### src/rtl/game_round_timer_pkg.sv
// Shared definitions for the game round timer: state encoding and default
// round length / round count.
package game_round_timer_pkg;

  typedef enum logic [2:0] {
    ST_IDLE  = 3'd0,
    ST_RUN   = 3'd1,
    ST_PAUSE = 3'd2,
    ST_ZERO  = 3'd3,
    ST_DONE  = 3'd4
  } state_t;

  localparam logic [9:0] DEF_ROUND_SECS = 10'd59;
  localparam logic [3:0] DEF_MAX_ROUNDS = 4'd8;

endpackage

### src/rtl/game_round_timer_bin2bcd10.sv
// Combinational 10-bit binary to three BCD digits (shift-add-3) for the
// display mux; inputs above 999 are never presented.
module bin2bcd10 (
  input  logic [9:0] bin,
  output logic [3:0] hund,
  output logic [3:0] tens,
  output logic [3:0] ones
);

  function automatic logic [11:0] to_bcd(input logic [9:0] b);
    logic [11:0] acc;
    acc = 12'd0;
    for (int i = 9; i >= 0; i--) begin
      acc[3:0]  = (acc[3:0]  >= 4'd5) ? acc[3:0]  + 4'd3 : acc[3:0];
      acc[7:4]  = (acc[7:4]  >= 4'd5) ? acc[7:4]  + 4'd3 : acc[7:4];
      acc[11:8] = (acc[11:8] >= 4'd5) ? acc[11:8] + 4'd3 : acc[11:8];
      acc = {acc[10:0], b[i]};
    end
    return acc;
  endfunction

  assign {hund, tens, ones} = to_bcd(bin);

endmodule

### src/rtl/game_round_timer.sv
// Per-round countdown timer: counts each round down from ROUND_SECS to a single
// zero tick, repeats for MAX_ROUNDS rounds, then parks in DONE.
module game_round_timer
  import game_round_timer_pkg::*;
#(
  parameter logic [9:0] ROUND_SECS = DEF_ROUND_SECS,
  parameter logic [3:0] MAX_ROUNDS = DEF_MAX_ROUNDS
) (
  input  logic       clk_1H,
  input  logic       reset,
  input  logic       start,
  input  logic       pause,
  input  logic       abort,
  output logic [9:0] seg_out,
  output logic       endf,
  output logic [3:0] round,
  output logic [3:0] bcd_hund,
  output logic [3:0] bcd_tens,
  output logic [3:0] bcd_ones,
  output logic       busy
);

  // A zero round length would jump straight past the countdown, so clamp it to 1.
  localparam logic [9:0] LOAD_SECS  = (ROUND_SECS == 10'd0) ? 10'd1 : ROUND_SECS;
  localparam logic [3:0] LAST_ROUND = (MAX_ROUNDS == 4'd0) ? 4'd0 : MAX_ROUNDS - 4'd1;

  state_t     state_r, state_s;
  logic [9:0] seg_r, seg_s;
  logic [3:0] round_r, round_s;
  logic       endf_r, busy_r;

  // State, countdown and round registers; endf/busy are registered from next state.
  always_ff @(posedge clk_1H or posedge reset) begin
    if (reset) begin
      state_r <= ST_IDLE;
      seg_r   <= 10'd0;
      round_r <= 4'd0;
      endf_r  <= 1'b1;
      busy_r  <= 1'b0;
    end else begin
      state_r <= state_s;
      seg_r   <= seg_s;
      round_r <= round_s;
      endf_r  <= (state_s == ST_IDLE) || (state_s == ST_DONE);
      busy_r  <= (state_s == ST_RUN) || (state_s == ST_PAUSE) || (state_s == ST_ZERO);
    end
  end

  // Next-state and counter update; abort outranks start, start outranks pause.
  always_comb begin
    state_s = state_r;
    seg_s   = seg_r;
    round_s = round_r;
    if (abort) begin
      state_s = ST_IDLE;
      seg_s   = 10'd0;
      round_s = 4'd0;
    end else begin
      case (state_r)
        ST_IDLE, ST_DONE: begin
          if (start) begin
            state_s = ST_RUN;
            seg_s   = LOAD_SECS;
            round_s = 4'd0;
          end else begin
            state_s = state_r;
          end
        end
        ST_RUN: begin
          if (pause) begin
            state_s = ST_PAUSE;
          end else if (seg_r > 10'd1) begin
            seg_s = seg_r - 10'd1;
          end else begin
            // Landing on zero goes through ZERO so exactly one zero tick is seen.
            seg_s   = 10'd0;
            state_s = ST_ZERO;
          end
        end
        ST_PAUSE: begin
          if (pause) begin
            state_s = ST_PAUSE;
          end else begin
            state_s = ST_RUN;
          end
        end
        ST_ZERO: begin
          if (round_r < LAST_ROUND) begin
            state_s = ST_RUN;
            seg_s   = LOAD_SECS;
            round_s = round_r + 4'd1;
          end else begin
            state_s = ST_DONE;
            seg_s   = 10'd0;
          end
        end
        default: begin
          state_s = ST_IDLE;
          seg_s   = 10'd0;
          round_s = 4'd0;
        end
      endcase
    end
  end

  bin2bcd10 u_bcd (
    .bin  (seg_r),
    .hund (bcd_hund),
    .tens (bcd_tens),
    .ones (bcd_ones)
  );

  assign seg_out = seg_r;
  assign round   = round_r;
  assign endf    = endf_r;
  assign busy    = busy_r;

endmodule

### config.mk
export PLATFORM = sky130hd
export DESIGN_NAME = game_round_timer
export DESIGN_NICKNAME = d
export VERILOG_FILES = /design/src/rtl/game_round_timer_pkg.sv /design/src/rtl/game_round_timer_bin2bcd10.sv /design/src/rtl/game_round_timer.sv
export SDC_FILE = /design/constraint.sdc
export NUM_CORES = 1
export LEC_CHECK = 0
export ABC_AREA = 1
export BUFFER_PORTS_ARGS = -buffer_cell sky130_fd_sc_hd__buf_2
export CAP_MARGIN = 20
export CORE_UTILIZATION = 63
export DETAILED_ROUTE_END_ITERATION = 12
export GPL_TIMING_DRIVEN = 0
export PLACE_DENSITY = 0.94
export SETUP_SLACK_MARGIN = 0.4
export SLEW_MARGIN = 30
export SYNTH_ARGS = -nofsm -noshare
export SYNTH_HDL_FRONTEND = slang
export SYNTH_SLANG_ARGS = --single-unit
### constraint.sdc
create_clock -name clk_1H -period 15.25 [get_ports clk_1H]
set_input_delay 3.05 -clock clk_1H [delete_from_list [all_inputs] [get_ports clk_1H]]
set_output_delay 3.05 -clock clk_1H [all_outputs]
set_load 0.05 [all_outputs]
; ---- Word level (Yosys, flattened, before mapping)
; Cells that the tools add are included.
; Widths: inputs -> output; s select.
[word_totals]
reg_bits = 19
elab_cells = 84
output_inout_bits = 28
[classes]
n_lt_le_gt_ge = 14
reduce_logical = 9
addsub = 14
mux = 29
n_eq_ne = 13
[op_table]
columns = operator, n
row1 = $mux 4, 14
row2 = $mux 10, 4
row3 = $pmux 10 s4, 1
row4 = $add 4x2->4 const B, 9
row5 = $ge 4x3->1 const B, 9
row6 = $mux 3, 6
row7 = $eq 3x2->1 const B, 4
row8 = $pmux 3 s4, 1
row9 = $pmux 4 s3, 1
row10 = $gt 10x1->1 const B, 1
row11 = $sub 10x1->10 const B, 1
row12 = $ge 3x3->1 const B, 3
row13 = $ne 3x3->1 const B, 3
row14 = $add 3x2->4 const B, 2
row15 = $eq 3x1->1 const B, 2
row16 = $eq 3x3->1 const B, 2
row17 = $logic_not 3->1, 2
row18 = $mux 6, 1
row19 = $reduce_and 3->1, 2
row20 = $add 4x1->4 const B, 1
row21 = $lt 4x3->1 const B, 1
row22 = $reduce_or 2->1, 2
row23 = $add 3x2->3 const B, 1
row24 = $logic_or 1x1->1, 3
row25 = 3 further kinds, 3

; ---- Depth between registers and ports, before layout
; Gate-level depths: netlist of run 1.
[logic_depth]
word_depth = 14
mapped_depth = 41

; ---- Modules after synthesis
; A second synthesis of run 1 with hierarchy kept.
[hier_totals]
hier_cells = 422
hier_area_um2 = 2538.7
[modules_own_cells]
columns = mod, area_each_um2, n_inst, cells_each
row1 = bin2bcd10, 1306.3, 1, 237
row2 = game_round_timer, 1232.4, 1, 185

; ---- Worst setup path before layout of run 1
; No wires, ideal clock.
[synth_timing]
path_type = reg-to-output
from = register seg_r[8] (netlist: seg_out[8])
to = output port bcd_hund[2]
path_buffers = 0
t_arrival_ns = 5.631
path_stages_with_launch = 38
path_slack_ns = 6.569
cell_sequence = dfrtp_1 > inv_1 > ha_1 > nand2_2 > nand2_1 > nand2_1 > nand2_1 > ha_1 > nand2_1 > nand3_2 > nand2_2 > nand2_1 > nand2_1 > inv_1 > ha_1 > inv_1 > nor2_1 > inv_1 > (+2 left out) > nand3_2 > inv_2 > ha_1 > nand2_1 > o211ai_1 > nand2_2 > ha_1 > nand2_1 > nand3_4 > o21ai_2 > nand2_2 > xor2_2 > inv_1 > ha_1 > inv_1 > nand2_1 > nand3_1 > o21ai_0
[synth_between]
elab_chain_len = 14
word_cells_on_any_way = 27
[synth_rtl]
columns = element, line_no
row1 = start: declaration, game_round_timer.sv:28  ; logic [9:0] seg_r, seg_s;
row2 = start signal: assignment, game_round_timer.sv:42  ; seg_r <= seg_s;
row3 = $add 3x2->4 / $ge 3x3->1 (equally long branches), game_round_timer_bin2bcd10.sv:14  ; acc[3:0] = (acc[3:0] >= 4'd5) ? acc[3:0] + 4'd3 : acc[3:0];
row4 = $mux 4 *, game_round_timer_bin2bcd10.sv:14
row5 = $add 4x2->4 / $ge 4x3->1 (equally long branches), game_round_timer_bin2bcd10.sv:14
row6 = $mux 4, game_round_timer_bin2bcd10.sv:14
row7 = $ge 4x3->1 / $add 4x2->4 (equally long branches), game_round_timer_bin2bcd10.sv:14
row8 = $mux 4, game_round_timer_bin2bcd10.sv:14
row9 = "$add 4x2->4, or another cell as far along", game_round_timer_bin2bcd10.sv:14
row10 = $mux 4 (on tied branches), "game_round_timer_bin2bcd10.sv:14, game_round_timer_bin2bcd10.sv:15"
row11 = "$add 4x2->4, or another cell as far along", game_round_timer_bin2bcd10.sv:14
row12 = $mux 4 (on tied branches), "game_round_timer_bin2bcd10.sv:14, game_round_timer_bin2bcd10.sv:15"
row13 = $add 4x2->4 / $ge 4x3->1 (equally long branches), game_round_timer_bin2bcd10.sv:15  ; acc[7:4] = (acc[7:4] >= 4'd5) ? acc[7:4] + 4'd3 : acc[7:4];
row14 = $mux 4, game_round_timer_bin2bcd10.sv:15
row15 = $add 3x2->3 / $ge 3x3->1 (equally long branches), game_round_timer_bin2bcd10.sv:16  ; acc[11:8] = (acc[11:8] >= 4'd5) ? acc[11:8] + 4'd3 : acc[11:8];
row16 = $mux 3 *, game_round_timer_bin2bcd10.sv:16
row17 = end: declaration, game_round_timer.sv:17  ; output logic [3:0] bcd_hund,
; Mark *: on every way between the ends. The rest lies on a longest branch, timed or not.

; ---- Worst setup path after layout of run 1
[layout_timing]
from = register seg_r[8] (netlist: seg_out[8])
to = output port bcd_hund[1]
; Same word-level chain as after synthesis.

==> results of run 1 <==
## layout make-up
class / count / area (um^2)
buffer: 1 / 7.51
clock buffer: 4 / 45.0
fill: 314 / 991
inverter: 74 / 279
multi-input combinational: 290 / 1670
sequential: 19 / 477
tap: 48 / 60.1
timing repair buffer: 32 / 160
## routing by layer
metal | wire length, um | global-route usage (%)
met1 | 2410 | 31.6
met2 | 2780 | 54.7
met3 | 127 | 2.68
met4 | 41 | 7.22
met5 | 0 | 0
## worst paths after layout
path                                   startpoint                     end  cells after the start
setup / recovery           seg_out[8]$_DFFE_PP0P_             bcd_hund[1]                     39
hold / removal               round[0]$_DFFE_PP0P_    round[0]$_DFFE_PP0P_                      1
setup reg to reg             state_r[2]$_DFF_PP0_  seg_out[8]$_DFFE_PP0P_                     10
hold reg to reg              round[0]$_DFFE_PP0P_    round[0]$_DFFE_PP0P_                      1
max in group asynchronous                   reset    state_r[2]$_DFF_PP0_                      2
min in group asynchronous                   reset    state_r[0]$_DFF_PP0_                      2
## sequential cells by signal, indices dropped and copies added, names as in the netlist
register,count
seg_out,10
round,4
state_r,3
busy,1
endf,1
## logic make-up (layout without fill, tap and decap cells)
logic type	Yosys count	in the layout	synth area share, %
compound gates	45	45	11.5
xor+xnor	6	6	2.47
fa+ha+maj	15	15	7.72
buf+inv	75	111	11.8
flops	19	19	19.6
mux	1	1	0.412
simple gates	223	223	46.5
## per-stage QoR
stage	util [%]	hold WS, ns
finish	73.1	0.532
global route	73.1	0.569
CTS	73.1	0.535
detailed placement	71.9	0.526
global placement	71.9	0.516
floorplan	-	0.544
## critical path, delay by kind of cell, from the launching register on
family / cells / cell delay [ns]
AOI/OAI and AO/OA: 2 / 0.23
xor gates and xnor gates: 2 / 0.34
adders and majority gates: 6 / 1.17
buffers and inverters: 8 / 0.84
DFF: 1 / 0.43
and+or+nand+nor: 21 / 2.06
## cells in the mapped netlist, types with 2 or more instances
library cell / count
nand3_1: 41
nand4_1: 9
xor2_1: 5
o21ai_0: 9
nor4_1: 2
nand2_4: 8
o211ai_1: 3
dfrtp_1: 18
nand2_1: 88
nand3b_1: 2
nor3_1: 7
nand2_2: 26
o21ai_1: 2
o21ai_2: 3
a31oi_1: 3
or2_2: 2
nor2_1: 27
a21oi_1: 10
nand3_2: 8
inv_2: 5
o22ai_1: 7
inv_1: 68
ha_1: 15
==> impl_metrics.env, run 1 <==
export IMPL_status="completed"
export IMPL_grt_pass1_vias=2427
export IMPL_die_area_um2=4110
export IMPL_crit_path_max_incr_delay_ns=0.43
export IMPL_drive_gt1_share_pct=22.1
export IMPL_period_needed_ns=8.39
export IMPL_criticalPathCategory="reg -> out"
export IMPL_slew_headroom_pct=50.6
export IMPL_syn_nets=404
export IMPL_synthDominantCellAreaShare_pct=18.5
export IMPL_hp_class="reg -> reg"
export IMPL_crit_fanout=6
export IMPL_cts_hold_buf=0
export IMPL_cts_tree="done"
export IMPL_post_cts_buffers=0
export IMPL_final_area_um2=2700
export IMPL_fin_crit_sh_pct=55.0
export IMPL_clk_pin_slew_ns=0.06
export IMPL_setup_viol=0
export IMPL_worst_slew_pin_slew_ns=0.733
export IMPL_rsz0062_at_grt="false"
export IMPL_worst_path_max_delay_cell="dfrtp_1"
export IMPL_ios=33
export IMPL_fmax_mhz=119
export IMPL_globalplace_congestion=0.892
export IMPL_placed_cells=464
export IMPL_cts_resized=0
export IMPL_yosysUniqueCellTypes=39
export IMPL_drcViolationCount=0
export IMPL_ys_warn_count=0
export IMPL_cts_buffers=3
export IMPL_ys_seq_area_share_pct=19.6
export IMPL_crit_top_cell="nand2_1"
export IMPL_syn_inst=384
export IMPL_start_util_pct=65.9
export IMPL_place_hpwl_um=4250
export IMPL_port_buffers=32
export IMPL_async_reset_ff_share_pct=100
export IMPL_drt_initial_drc_count=108
export IMPL_grt_usage_pct=27.9
export IMPL_clk_path_buf_depth=2
export IMPL_syn_area_um2=2430
export IMPL_rows=22
export IMPL_insertion_delay_ns=0.25
export IMPL_required_ns=12.20
export IMPL_drv_cap=0
export IMPL_ys_flop_type="dfrtp_1"
export IMPL_clock_skew_ns=0.00269
export IMPL_setup_tns_ns=0
export IMPL_hold_viol=0
export IMPL_area_growth_pct=10.9
export IMPL_fp_dieH_um=64.1
export IMPL_postPlaceCellArea_um2=2650
export IMPL_cts_root_buf="clkbuf_8"
export IMPL_firstDrtPassIters=4
export IMPL_final_cell_mix="88 x nand2_1, 68 x inv_1, 41 x nand3_1"
export IMPL_antenna_found_initial=0
export IMPL_fp_dieW_um=64.1
export IMPL_n_antenna_cell=0
export IMPL_final_common_cell="nand2_1"
export IMPL_grt_pass1_wl_um=9500
export IMPL_synth_seq_cells=19
export IMPL_grt_max_degree=20
export IMPL_h_tree_depth=1
export IMPL_worstSetupStartpointType="flop"
export IMPL_setup_ws_ns=6.86
export IMPL_via_per_inst=5.54
export IMPL_crit_arrival_ns=5.34
export IMPL_wl_um=5360
export IMPL_dpl_worst_slack_ns=7.14
export IMPL_overflow=0
export IMPL_yosysTopAreaCell="dfrtp_1"
export IMPL_r2r_slack_ns=13.04
export IMPL_wire_per_inst_um=11.4
export IMPL_synth_edff_count=0
export IMPL_cp_end_kind="primary output"
export IMPL_synthTopCellsByArea="dfrtp_1 19%, nand2_1 14%, inv_1 10%"
export IMPL_syn_area_per_cell_um2=6.33
export IMPL_nets=441
export IMPL_drv_slew=0
export IMPL_num_vias=2593
export IMPL_core_area_um2=3690
export IMPL_antenna_left=0
export IMPL_cts_sinks=19
export IMPL_finalNonFillerCells=468
Power of run 1 is left out: the tool's default activity adds up to more than one toggle a clock period on the data nets, which glitch-free logic cannot reach.
==> run 2, diff against run 1 <==
--- a/config.mk
+++ b/config.mk
@@ -8,10 +8,10 @@
 export ABC_AREA = 1
 export BUFFER_PORTS_ARGS = -buffer_cell sky130_fd_sc_hd__buf_2
 export CAP_MARGIN = 20
-export CORE_UTILIZATION = 63
+export CORE_UTILIZATION = 59
 export DETAILED_ROUTE_END_ITERATION = 12
 export GPL_TIMING_DRIVEN = 0
-export PLACE_DENSITY = 0.94
+export PLACE_DENSITY = 0.89
 export SETUP_SLACK_MARGIN = 0.4
 export SLEW_MARGIN = 30
 export SYNTH_ARGS = -nofsm -noshare
==> constraint.sdc (replaced) <==
create_clock -name clk_1H -period 8 [get_ports clk_1H]
set_input_delay 1.6 -clock clk_1H [delete_from_list [all_inputs] [get_ports clk_1H]]
set_output_delay 1.6 -clock clk_1H [all_outputs]
set_load 0.05 [all_outputs]
==> run 2 against run 1 <==
  * Final cell count did not move
  * Core utilization down 2.0 points
  * Non-clock buffer count stayed put
  * Routed wire length decreased by 4.4%
  * Register-to-register slack worse by 7.2 ns
  * Via count is 2.6% lower
  * Global-route usage down 2.2 points
  * First-iteration DRC count up 32%
  * Highest routed layer unchanged
==> impl_metrics.env, run 2 (synthesized netlist as in run 1, its figures left out) <==
export IMPL_drt_met1_wl_um=2320
export IMPL_wl_um=5120
export IMPL_drv_cap=0
export IMPL_postPlaceCellArea_um2=2650
export IMPL_overflow=0
export IMPL_clock_skew_ns=0.00526
export IMPL_insertion_delay_ns=0.26
export IMPL_drcViolationCount=0
export IMPL_drive_gt1_share_pct=22.4
export IMPL_crit_fanout=6
export IMPL_criticalPathCategory="reg -> out"
export IMPL_setup_ws_ns=1.06
export IMPL_antenna_left=0
export IMPL_drv_slew=0
export IMPL_via_per_inst=5.40
export IMPL_post_route_util_pct=71.1
export IMPL_cts_resized=0
export IMPL_status="completed"
export IMPL_hp_class="reg -> reg"
export IMPL_cp_end_kind="primary output"
export IMPL_setup_viol=0
export IMPL_final_common_cell="nand2_1"
export IMPL_dpl_worst_slack_ns=1.34
export IMPL_wire_per_inst_um=10.9
export IMPL_firstDrtPassIters=4
export IMPL_nFillCells=340
export IMPL_cts_root_buf="clkbuf_8"
export IMPL_start_util_pct=64.0
export IMPL_clk_path_buf_depth=2
export IMPL_rsz0062_at_grt="false"
export IMPL_grt_pass1_vias=2281
export IMPL_core_area_um2=3800
export IMPL_cts_sinks=19
export IMPL_globalplace_congestion=0.893
export IMPL_antenna_found_initial=0
export IMPL_grt_usage_pct=25.7
export IMPL_slew_headroom_pct=52.1
export IMPL_worstSetupStartpointType="flop"
export IMPL_area_growth_pct=11.1
export IMPL_cts_buffers=3
export IMPL_num_vias=2525
export IMPL_seq_area_um2=477
export IMPL_cts_hold_buf=0
export IMPL_crit_arrival_ns=5.34
export IMPL_wl_met2_um=2560
export IMPL_post_cts_buffers=0
export IMPL_drt_initial_drc_count=143
export IMPL_fp_dieW_um=66.2
export IMPL_clk_pin_slew_ns=0.08
export IMPL_fin_crit_sh_pct=86.8
export IMPL_crit_top_cell="nand2_1"
export IMPL_n_antenna_cell=0
export IMPL_grt_max_degree=20
export IMPL_worst_slew_pin_slew_ns=0.717
export IMPL_cts_tree="done"
export IMPL_met3_length_um=203
export IMPL_nets=441
export IMPL_top_layer="met4"
export IMPL_h_tree_depth=1
export IMPL_place_hpwl_um=4200
export IMPL_required_ns=6.40
export IMPL_crit_path_max_incr_delay_ns=0.43
export IMPL_ios=33
export IMPL_final_area_um2=2700
export IMPL_worst_path_max_delay_cell="dfrtp_1"
export IMPL_port_buffers=32
export IMPL_hold_viol=0
export IMPL_rows=22
export IMPL_period_needed_ns=6.94
export IMPL_largest_register_ffs=10
export IMPL_fmax_mhz=144
export IMPL_setup_tns_ns=0
export IMPL_die_area_um2=4380
export IMPL_final_cell_mix="88 x nand2_1, 68 x inv_1, 41 x nand3_1"
export IMPL_fp_dieH_um=66.2
export IMPL_multiInputGateArea_um2=1670
export IMPL_grt_pass1_wl_um=9140
==> run 2: worst paths after layout <==
kind,start,end,slack (ns),depth (start not counted)
worst max-delay path,seg_out[8]$_DFFE_PP0P_,bcd_tens[1],1.06,39
worst min-delay path,round[0]$_DFFE_PP0P_,round[0]$_DFFE_PP0P_,0.53,1
worst max register to register,state_r[2]$_DFF_PP0_,seg_out[6]$_DFFE_PP0P_,5.87,10
worst min register to register,round[0]$_DFFE_PP0P_,round[0]$_DFFE_PP0P_,0.53,1
max in group asynchronous,reset,state_r[1]$_DFF_PP0_,6.10,2
min in group asynchronous,reset,round[0]$_DFFE_PP0P_,1.44,2
==> run 2: stage by stage <==
stage,hold slack [ns],cells
after floorplan,0.544,384
after CTS,0.536,468
after detailed placement,0.525,464
final,0.530,468
after global routing,0.577,468
after global placement,0.517,464
==> run 2: critical path: cells and delay by family, from the launching register on <==
family                   cells  cell delay (ns)
AND/OR/NAND/NOR             25             2.51
flip-flops                   1             0.43
AO/OA/AOI/OAI                1             0.14
buffers and inverters        7             0.78
adder cells (fa/ha/maj)      6             1.21
==> run 2: routing by layer <==
layer  global-route usage [%]  up-vias
met4                     2.93        0
met1                     31.8     1133
li1                         -     1323
met3                     2.24        6
met5                        0        -
met2                     48.9       63
==> run 2: cell type report <==
cell class,count,area share (%)
clock buffer,3,1.53
tap,48,2.22
inverter,74,10.3
sequential,19,17.6
buffer,1,0.278
multi-input combinational,290,61.8
timing repair buffer,32,5.93
clock inverter,1,0.278
Power of run 2 is left out for the same reason.
==> run 3, diff against run 2 <==
--- a/config.mk
+++ b/config.mk
@@ -8,10 +8,11 @@
 export ABC_AREA = 1
 export BUFFER_PORTS_ARGS = -buffer_cell sky130_fd_sc_hd__buf_2
 export CAP_MARGIN = 20
-export CORE_UTILIZATION = 59
+export CORE_UTILIZATION = 55
 export DETAILED_ROUTE_END_ITERATION = 12
 export GPL_TIMING_DRIVEN = 0
-export PLACE_DENSITY = 0.89
+export PLACE_DENSITY = 0.85
+export RECOVER_POWER = 25
 export SETUP_SLACK_MARGIN = 0.4
 export SLEW_MARGIN = 30
 export SYNTH_ARGS = -nofsm -noshare
==> run 3 against run 2 <==
  * Die area up 7.1%
  * Global-route usage is 2.7 points lower
  * Highest routed layer unchanged
  * Register-to-register slack barely moved
  * Maximum frequency up 0.59%
  * Hold slack gained 0.0036 ns
  * Clock-buffer cell count is 1 higher
==> impl_metrics.env, run 3 (synthesized netlist as in run 1, its figures left out) <==
export IMPL_status="completed"
export IMPL_wire_per_inst_um=10.7
export IMPL_antenna_found_initial=0
export IMPL_final_cell_mix="88 x nand2_1, 68 x inv_1, 41 x nand3_1"
export IMPL_worst_path_max_delay_cell="dfrtp_1"
export IMPL_clk_path_buf_depth=2
export IMPL_fmax_mhz=145
export IMPL_fin_crit_sh_pct=86.3
export IMPL_rows=23
export IMPL_fp_dieH_um=68.5
export IMPL_port_buffers=32
export IMPL_h_tree_depth=1
export IMPL_cts_tree="done"
export IMPL_nets=441
export IMPL_cts_hold_buf=0
export IMPL_setup_viol=0
export IMPL_criticalPathCategory="reg -> out"
export IMPL_hp_class="reg -> reg"
export IMPL_post_cts_buffers=0
export IMPL_crit_arrival_ns=5.30
export IMPL_setup_tns_ns=0
export IMPL_clk_pin_slew_ns=0.07
export IMPL_worst_slew_pin_slew_ns=0.728
export IMPL_drt_initial_drc_count=110
export IMPL_clock_skew_ns=0.00544
export IMPL_num_vias=2474
export IMPL_via_per_inst=5.26
export IMPL_firstDrtPassIters=4
export IMPL_globalplace_congestion=0.836
export IMPL_drive_gt1_share_pct=21.9
export IMPL_crit_path_max_incr_delay_ns=0.42
export IMPL_postPlaceCellArea_um2=2660
export IMPL_drv_cap=0
export IMPL_n_antenna_cell=0
export IMPL_cts_sinks=19
export IMPL_overflow=0
export IMPL_cts_buffers=3
export IMPL_hold_viol=0
export IMPL_start_util_pct=59.1
export IMPL_crit_top_cell="nand2_1"
export IMPL_cp_end_kind="primary output"
export IMPL_crit_fanout=6
export IMPL_cts_root_buf="clkbuf_8"
export IMPL_largest_register_ffs=10
export IMPL_final_common_cell="nand2_1"
export IMPL_place_hpwl_um=4080
export IMPL_wl_um=5040
export IMPL_antenna_left=0
export IMPL_final_area_um2=2700
export IMPL_required_ns=6.40
export IMPL_grt_pass1_vias=2167
export IMPL_drcViolationCount=0
export IMPL_rsz0062_at_grt="false"
export IMPL_area_growth_pct=11.0
export IMPL_drv_slew=0
export IMPL_die_area_um2=4690
export IMPL_grt_max_degree=20
export IMPL_post_route_util_pct=65.6
export IMPL_insertion_delay_ns=0.26
export IMPL_fp_dieW_um=68.5
export IMPL_cts_resized=0
export IMPL_ios=33
export IMPL_grt_usage_pct=23.0
export IMPL_finalNonFillerCells=470
export IMPL_core_area_um2=4120
export IMPL_period_needed_ns=6.90
export IMPL_grt_pass1_wl_um=8560
export IMPL_worstSetupStartpointType="flop"
export IMPL_placed_cells=466
export IMPL_slew_headroom_pct=51.4
run 3: routing by layer:
metal | global-route usage [%] | share of wire, %
met1 | 30.1 | 48
met2 | 42.2 | 49
met3 | 1.97 | 2.7
met4 | 2.34 | 0.24
met5 | 0 | 0
run 3: stage by stage:
| step | hold WS (ns) | setup WS, ns |
|---|---|---|
| 4_1_cts | 0.536 | 1.09 |
| 3_5_place_dp | 0.526 | 1.38 |
| 5_1_grt | 0.564 | 0.420 |
| 3_3_place_gp | 0.519 | 1.50 |
| 2_1_floorplan | 0.544 | 0.769 |
| 6_report | 0.534 | 1.10 |
run 3: final timing paths:
path / slack [ns] / depth (start not counted) / start / to
setup reg to reg: 5.88 / 10 / state_r[2]$_DFF_PP0_ / seg_out[6]$_DFFE_PP0P_
hold / removal: 0.53 / 1 / round[0]$_DFFE_PP0P_ / round[0]$_DFFE_PP0P_
min in group asynchronous: 1.45 / 2 / reset / seg_out[5]$_DFFE_PP0P_
max in group asynchronous: 6.08 / 2 / reset / round[2]$_DFFE_PP0P_
hold reg to reg: 0.53 / 1 / round[0]$_DFFE_PP0P_ / round[0]$_DFFE_PP0P_
setup / recovery: 1.10 / 40 / seg_out[8]$_DFFE_PP0P_ / bcd_hund[1]
run 3: final cells by class:
class / count / area, um^2
flip-flops and latches: 19 / 477
plain buffers: 1 / 7.51
repair buffers: 32 / 159
fillers: 365 / 1420
inverters: 74 / 279
well taps: 50 / 62.6
multi-input cells: 290 / 1670
clock buffers: 4 / 45.0
run 3: critical path: cells and delay by family, from the launching register on:
| kind | cells | cell delay (ns) |
|---|---|---|
| and+or+nand+nor | 21 | 2.05 |
| adders and majority gates | 6 | 1.08 |
| buffers and inverters | 9 | 0.93 |
| DFF | 1 | 0.42 |
| xor gates and xnor gates | 2 | 0.34 |
| AOI/OAI and AO/OA | 2 | 0.21 |
Power of run 3 is left out for the same reason.
